<file path="src/rtl/master_control_if.sv">
// ---------------------------------------------------------------------------
// master_control_if
// Purpose : bundles the local-logic and responder signals of master_control.
// Signals : start, tx_data            - transfer request and payload from local logic
//           ack, notice               - responder acknowledge / "request seen" hint
//           request, valid, data      - request, data strobe and payload to responder
//           busy, done, error, pending - transfer status back to local logic
// Modports: master - the master_control side; slave - the driving environment.
// ---------------------------------------------------------------------------
interface master_control_if #(
    parameter int DATA_W = 3
);
    logic              start;
    logic [DATA_W-1:0] tx_data;
    logic              ack;
    logic              notice;
    logic              request;
    logic              valid;
    logic [DATA_W-1:0] data;
    logic              busy;
    logic              done;
    logic              error;
    logic              pending;

    modport master (
        input  start, tx_data, ack, notice,
        output request, valid, data, busy, done, error, pending
    );

    modport slave (
        output start, tx_data, ack, notice,
        input  request, valid, data, busy, done, error, pending
    );
endinterface

</file>
<file path="src/rtl/master_control.sv">
// ---------------------------------------------------------------------------
// master_control
// Purpose : two-phase handshake master. A local start launches a request to a
//           responder; the first ack grants it and the payload is strobed for
//           one cycle; the second ack confirms capture and pulses done. A
//           bounded timer aborts a stalled REQ or WAIT_ACCEPT with an error.
// Ports   : clk   - single clock, rising edge
//           rst   - asynchronous active-high reset
//           bus   - master_control_if.master (start/tx_data/ack/notice in,
//                   request/valid/data/busy/done/error/pending out)
// Params  : DATA_W  - payload width
//           TIMEOUT - cycles allowed in REQ or WAIT_ACCEPT (2..255)
// ---------------------------------------------------------------------------
module master_control #(
    parameter int DATA_W  = 3,
    parameter int TIMEOUT = 31
) (
    input  logic                 clk,
    input  logic                 rst,
    master_control_if.master     bus
);
    typedef enum logic [1:0] {
        IDLE        = 2'd0,
        REQ         = 2'd1,
        SEND        = 2'd2,
        WAIT_ACCEPT = 2'd3
    } state_t;

    // Timer wide enough for the largest legal TIMEOUT.
    localparam logic [7:0] TMR_LAST = 8'(TIMEOUT - 1);

    state_t            r_state,   w_state_next;
    logic              r_request, w_request_next;
    logic              r_valid,   w_valid_next;
    logic [DATA_W-1:0] r_data,    w_data_next;
    logic              r_busy,    w_busy_next;
    logic              r_done,    w_done_next;
    logic              r_error,   w_error_next;
    logic              r_pending, w_pending_next;
    logic [7:0]        r_timer,   w_timer_next;
    logic [DATA_W-1:0] r_hold,    w_hold_next;

    always_ff @(posedge clk or posedge rst) begin
        if (rst) begin
            r_state   <= IDLE;
            r_request <= 1'b0;
            r_valid   <= 1'b0;
            r_data    <= '0;
            r_busy    <= 1'b0;
            r_done    <= 1'b0;
            r_error   <= 1'b0;
            r_pending <= 1'b0;
            r_timer   <= '0;
            r_hold    <= '0;
        end else begin
            r_state   <= w_state_next;
            r_request <= w_request_next;
            r_valid   <= w_valid_next;
            r_data    <= w_data_next;
            r_busy    <= w_busy_next;
            r_done    <= w_done_next;
            r_error   <= w_error_next;
            r_pending <= w_pending_next;
            r_timer   <= w_timer_next;
            r_hold    <= w_hold_next;
        end
    end

    always_comb begin
        w_state_next   = r_state;
        w_request_next = r_request;
        w_valid_next   = r_valid;
        w_data_next    = r_data;
        w_busy_next    = r_busy;
        w_done_next    = 1'b0;          // done and error are single-cycle pulses
        w_error_next   = 1'b0;
        w_pending_next = r_pending;
        w_timer_next   = r_timer;
        w_hold_next    = r_hold;

        unique case (r_state)
            IDLE: begin
                w_request_next = 1'b0;
                w_valid_next   = 1'b0;
                w_busy_next    = 1'b0;
                w_pending_next = 1'b0;
                // A start coinciding with the done pulse is dropped so that
                // back-to-back transfers always see one clean idle edge.
                if (bus.start && !r_done) begin
                    w_hold_next    = bus.tx_data;
                    w_request_next = 1'b1;
                    w_busy_next    = 1'b1;
                    w_timer_next   = '0;
                    w_state_next   = REQ;
                end
            end

            REQ: begin
                // ack is tested before the timer so a grant on the last
                // allowed cycle still wins over the abort.
                if (bus.ack) begin
                    w_request_next = 1'b0;
                    w_valid_next   = 1'b1;
                    w_data_next    = r_hold;
                    w_pending_next = 1'b0;
                    w_state_next   = SEND;
                end else if (r_timer == TMR_LAST) begin
                    w_request_next = 1'b0;
                    w_busy_next    = 1'b0;
                    w_pending_next = 1'b0;
                    w_error_next   = 1'b1;
                    w_state_next   = IDLE;
                end else begin
                    w_timer_next = r_timer + 8'd1;
                    if (bus.notice) begin
                        w_pending_next = 1'b1;
                    end
                end
            end

            SEND: begin
                // ack is ignored here: valid is strobed exactly once.
                w_valid_next = 1'b0;
                w_timer_next = '0;
                w_state_next = WAIT_ACCEPT;
            end

            WAIT_ACCEPT: begin
                if (bus.ack) begin
                    w_done_next  = 1'b1;
                    w_busy_next  = 1'b0;
                    w_state_next = IDLE;
                end else if (r_timer == TMR_LAST) begin
                    w_error_next = 1'b1;
                    w_busy_next  = 1'b0;
                    w_state_next = IDLE;
                end else begin
                    w_timer_next = r_timer + 8'd1;
                end
            end

            default: begin
                w_state_next = IDLE;
            end
        endcase
    end

    assign bus.request = r_request;
    assign bus.valid   = r_valid;
    assign bus.data    = r_data;
    assign bus.busy    = r_busy;
    assign bus.done    = r_done;
    assign bus.error   = r_error;
    assign bus.pending = r_pending;

endmodule

</file>
<file path="src/flat_wrapper.sv">
// flat-port wrapper written by rule: the top's interface ports become plain ports
module master_control_flat 
#(
    parameter int DATA_W  = 3,
    parameter int TIMEOUT = 31
)
  (clk, rst, bus_start, bus_tx_data, bus_ack, bus_notice, bus_request, bus_valid, bus_data, bus_busy, bus_done, bus_error, bus_pending);
  master_control_if #(.DATA_W(DATA_W)) bus_i ();
  input  logic clk;
  input  logic rst;
  input wire logic [$bits(bus_i.start)-1:0] bus_start;
  input wire logic [$bits(bus_i.tx_data)-1:0] bus_tx_data;
  input wire logic [$bits(bus_i.ack)-1:0] bus_ack;
  input wire logic [$bits(bus_i.notice)-1:0] bus_notice;
  output wire logic [$bits(bus_i.request)-1:0] bus_request;
  output wire logic [$bits(bus_i.valid)-1:0] bus_valid;
  output wire logic [$bits(bus_i.data)-1:0] bus_data;
  output wire logic [$bits(bus_i.busy)-1:0] bus_busy;
  output wire logic [$bits(bus_i.done)-1:0] bus_done;
  output wire logic [$bits(bus_i.error)-1:0] bus_error;
  output wire logic [$bits(bus_i.pending)-1:0] bus_pending;
  assign bus_i.start = bus_start;
  assign bus_i.tx_data = bus_tx_data;
  assign bus_i.ack = bus_ack;
  assign bus_i.notice = bus_notice;
  assign bus_request = bus_i.request;
  assign bus_valid = bus_i.valid;
  assign bus_data = bus_i.data;
  assign bus_busy = bus_i.busy;
  assign bus_done = bus_i.done;
  assign bus_error = bus_i.error;
  assign bus_pending = bus_i.pending;
  master_control #(.DATA_W(DATA_W), .TIMEOUT(TIMEOUT)) u_core (.clk(clk), .rst(rst), .bus(bus_i));
endmodule
</file>
<file path="config.mk">
export PLATFORM = sky130hd
export DESIGN_NAME = master_control_flat
export DESIGN_NICKNAME = d
export VERILOG_FILES = /design/src/rtl/master_control_if.sv /design/src/rtl/master_control.sv /design/src/flat_wrapper.sv
export SDC_FILE = /design/constraint.sdc
export NUM_CORES = 1
export LEC_CHECK = 0
export ABC_AREA = 1
export CAP_MARGIN = 5
export CORE_MARGIN = 3
export CORE_UTILIZATION = 51
export DETAILED_ROUTE_END_ITERATION = 8
export MAX_ROUTING_LAYER = met4
export PLACE_DENSITY_LB_ADDON = 0.1
export RECOVER_POWER = 50
export SYNTH_ARGS = -nofsm -noshare
export SYNTH_HDL_FRONTEND = slang
export SYNTH_SLANG_ARGS = --single-unit
</file>
<file path="constraint.sdc">
create_clock -name clk -period 1.5 [get_ports clk]
set_input_delay 0.225 -clock clk [delete_from_list [all_inputs] [get_ports clk]]
set_output_delay 0.225 -clock clk [all_outputs]
set_load 0.02 [all_outputs]
</file>
==> results.tsv <==
stage	metric	value	unit
clock_tree	clk root buf	clkbuf_4	
critical_path	CP Data Arrival Time	1.66	ns
floorplanning	area of the die	0.00271	mm^2
critical_path	CP max stage delay	0.44	ns
clock_tree	clk slew on worst S/H paths	0.12	ns
power	pwr dens	1530	mW/mm^2
finish	layout cells sized above 1	13.3	%
critical_path	crit path from	u_core.r_timer[1]	
clock_tree	H-tree levels	1	
routing	drt total wl	2220	um
logic_synthesis	sequential cell area fraction in the yosys report	50.9	%
logic_synthesis	Post-Synthesis Net Count	144	
logic_synthesis	Ys Warns	0	
routing	initial DRC count	19	
logic_synthesis	Mean Syn Cell Area	8.07	um^2
finish	Antenna diodes	0	
clock_tree	cts bufs inserted	3	
logic_synthesis	#FFs+latches synth	22	
floorplanning	Initial Util	54.5	%
logic_synthesis	cell taking the most area after synthesis	dfrtp_1	
clock_tree	maximum root-to-sink buffer count	2	
floorplanning	Die Ht	52.0	um
routing	DRC errors left	0	
routing	DR pass1 iterations	4	
clock_tree	Clk Latency, worst-skew pair	0.31	ns
global_route	first-pass GRT wire length	3830	um
critical_path	Critical Path RT	1.76	ns
critical_path	critical path, cell by cell	ha_1 > inv_1 > nor2_1 > nand3_1 > a21oi_1 > nand2_1 > nand2_1	
power	peak supply drop	0.00104	V
clock_tree	CTS Sinks	22	
outcome	status	completed	
clock_tree	clock tree from TritonCTS	built	
critical_path	Buf/Inv on CP	1	
critical_path	CP max stage cell	dfrtp_1	
routing	vias	923	
sta	worst-margin pin slew	0.543	ns
routing	routed wire length per instance	12.0	um
global_route	largest net degree at the start of global routing	23	
hold_path	hold crit path type	primary input to flip-flop	
sta	Final Slew Violations	0	
job	Max-Cap Viols	0	
logic_synthesis	largest cells by area after synthesis	dfrtp_1 (51%), nand2_1 (14%), nand3_1 (6.0%)	
sta	worst setup margin	0.0947	ns
critical_path	R2R Path Start	u_core.r_timer[1]	
power	total power	2.01	mW
critical_path	Worst setup SP type	flip-flop	
critical_path	critical path class	flip-flop to flip-flop	
routing	Vias/cell	4.99	
power	Pleak	0.664	nW
place	Setup WS pre-CTS	-0.0172	ns
place	DP Wirelength	1590	um
logic_synthesis	synthesized area	0.00108	mm^2
hold_path	worst hold start	bus_tx_data[2]	
routing	Post-DRT Antenna Nets	0	
sta	Fmax	712	MHz
logic_synthesis	Yosys cell types	19	
finish	area delta synth->final	21.8	%
sta	max_slew headroom	63.8	%
finish	utilization after layout	66.4	%
sta	Post-Route Skew	0.00102	ns
sta	Final min period	1.41	ns
finish	most frequent cells in the layout	nand2_1 (39), dfrtp_1 (21), nor2_1 (16), inv_1 (13), nand3_1 (13)	
finish	most common cell after layout, fill and taps aside	nand2_1	
floorplanning	core area	0.00198	mm^2
sta	final hold violations	0	
critical_path	CP dominant cell by count	nand2_1	
sta	Final setup viols	0	
sta	Final period util	93.7	%
global_route	vias in the first global route	871	
logic_synthesis	cells after synthesis	134	
finish	fill count	177	
critical_path	crit-path max FO	5	
critical_path	Critical Path End Type	flip-flop	
global_route	initial antenna violation count	0	
floorplanning	num rows	16	
sta	RSZ-0062 raised after global routing	no	
place	I/O Buffers	16	
place	GP Congestion	0.868	
logic_synthesis	Yosys top cell area share	50.9	%
floorplanning	Die W	52.0	um
global_route	GRT overflow	0	
floorplanning	io pins	17	
global_route	GRT Util Overall	20.0	%
critical_path	top cell family by delay on the critical path	simple AND/OR/NAND/NOR gates	
finish	Layout Nets	170	
synth_stat cells:
cell and n:
a21oi_1 6, dfrtp_1 22, ha_1 2, inv_1 14, inv_2 1, inv_4 1
nand2_1 39, nand2_2 3, nand2_4 2, nand3_1 13, nor2_1 16, nor2_2 2
nor2_4 1, nor3_1 1, nor3b_1 1, o211ai_1 1, o21ai_0 6, o21ai_2 1
xnor2_1 2
cell type report:
cell class              instances  area, um^2  share of cell area, %
flip-flops and latches         22         552                   41.9
multi-input cells              97         474                   36.0
repair buffers                 20         171                   13.0
inverters                      16        62.6                   4.75
well taps                      27        33.8                   2.57
clock buffers                   3        22.5                   1.71
logic make-up (layout without fill, tap and decap cells):
logic type      after synthesis  after routing  synth area share (%)
fa+ha+maj                     2              2                  2.31
xor+xnor                      2              2                  1.62
simple gates                 78             79                  32.3
buf+inv                      16             39                  5.79
flops                        22             22                  50.9
compound gates               14             14                  7.06
registers in the layout, indices dropped and copies added (netlist names):
name,cells
u_core.bus.busy,1
u_core.bus.data,3
u_core.bus.done,1
u_core.bus.error,1
u_core.bus.pending,1
u_core.bus.request,1
u_core.bus.valid,1
u_core.r_hold,3
u_core.r_state,2
u_core.r_timer,8
worst reg2reg max path: stages, from the launching register on:
cell,delay [ns]
dfrtp_1,0.44
ha_1,0.22
inv_1,0.05
nor2_1,0.25
nand3_1,0.12
a21oi_1,0.16
nand2_1,0.06
nand2_1,0.06
path summary, 6_finish.rpt:
path	to	slack, ns	depth (start not counted)
min in group asynchronous	u_core.bus.data[0]	0.49	3
min	u_core.r_hold[2]	0.48	3
max	u_core.r_timer[6]	0.09	7
max reg2reg	u_core.r_timer[6]	0.09	7
max in group asynchronous	u_core.r_timer[0]	0.62	3
min reg2reg	u_core.bus.request	0.48	2
repair_timing:
action                                  4_1_cts  5_1_grt
gates resized for setup                       8        3
cloned                                        0        1
endpoints found under the setup margin        8        9
hold buffers                                  0        0
setup buffers                                 0        2
pin swaps                                     0        1
layer usage:
metal  GRT usage (%)  part of all wire (%)  vias to the layer above
met5               -                     0                        -
met1            26.2                    47                      423
li1                -                     -                      470
met2            30.8                    45                       25
met3            3.44                   5.2                        5
met4            8.30                   2.0                        0
where the power goes:
part	internal, mW	total [mW]	switching, mW	leakage [nW]
clock	0.0940	0.271	0.177	0.0138
combinational	0.312	0.804	0.492	0.371
sequential	0.788	0.935	0.147	0.279
stage by stage:
| stage | cells | setup TNS, ns | cell area [um^2] | hold slack (ns) |
|---|---|---|---|---|
| after global routing | 185 | 0 | 1320 | 0.502 |
| after detailed placement | 179 | -0.0934 | 1290 | 0.467 |
| after floorplan | 134 | 0 | 1080 | 0.214 |
| final | 185 | 0 | 1320 | 0.478 |
| after global placement | 179 | 0 | 1290 | 0.459 |
| after CTS | 182 | 0 | 1300 | 0.274 |
Note: power is estimated with default switching activity, not from simulation.
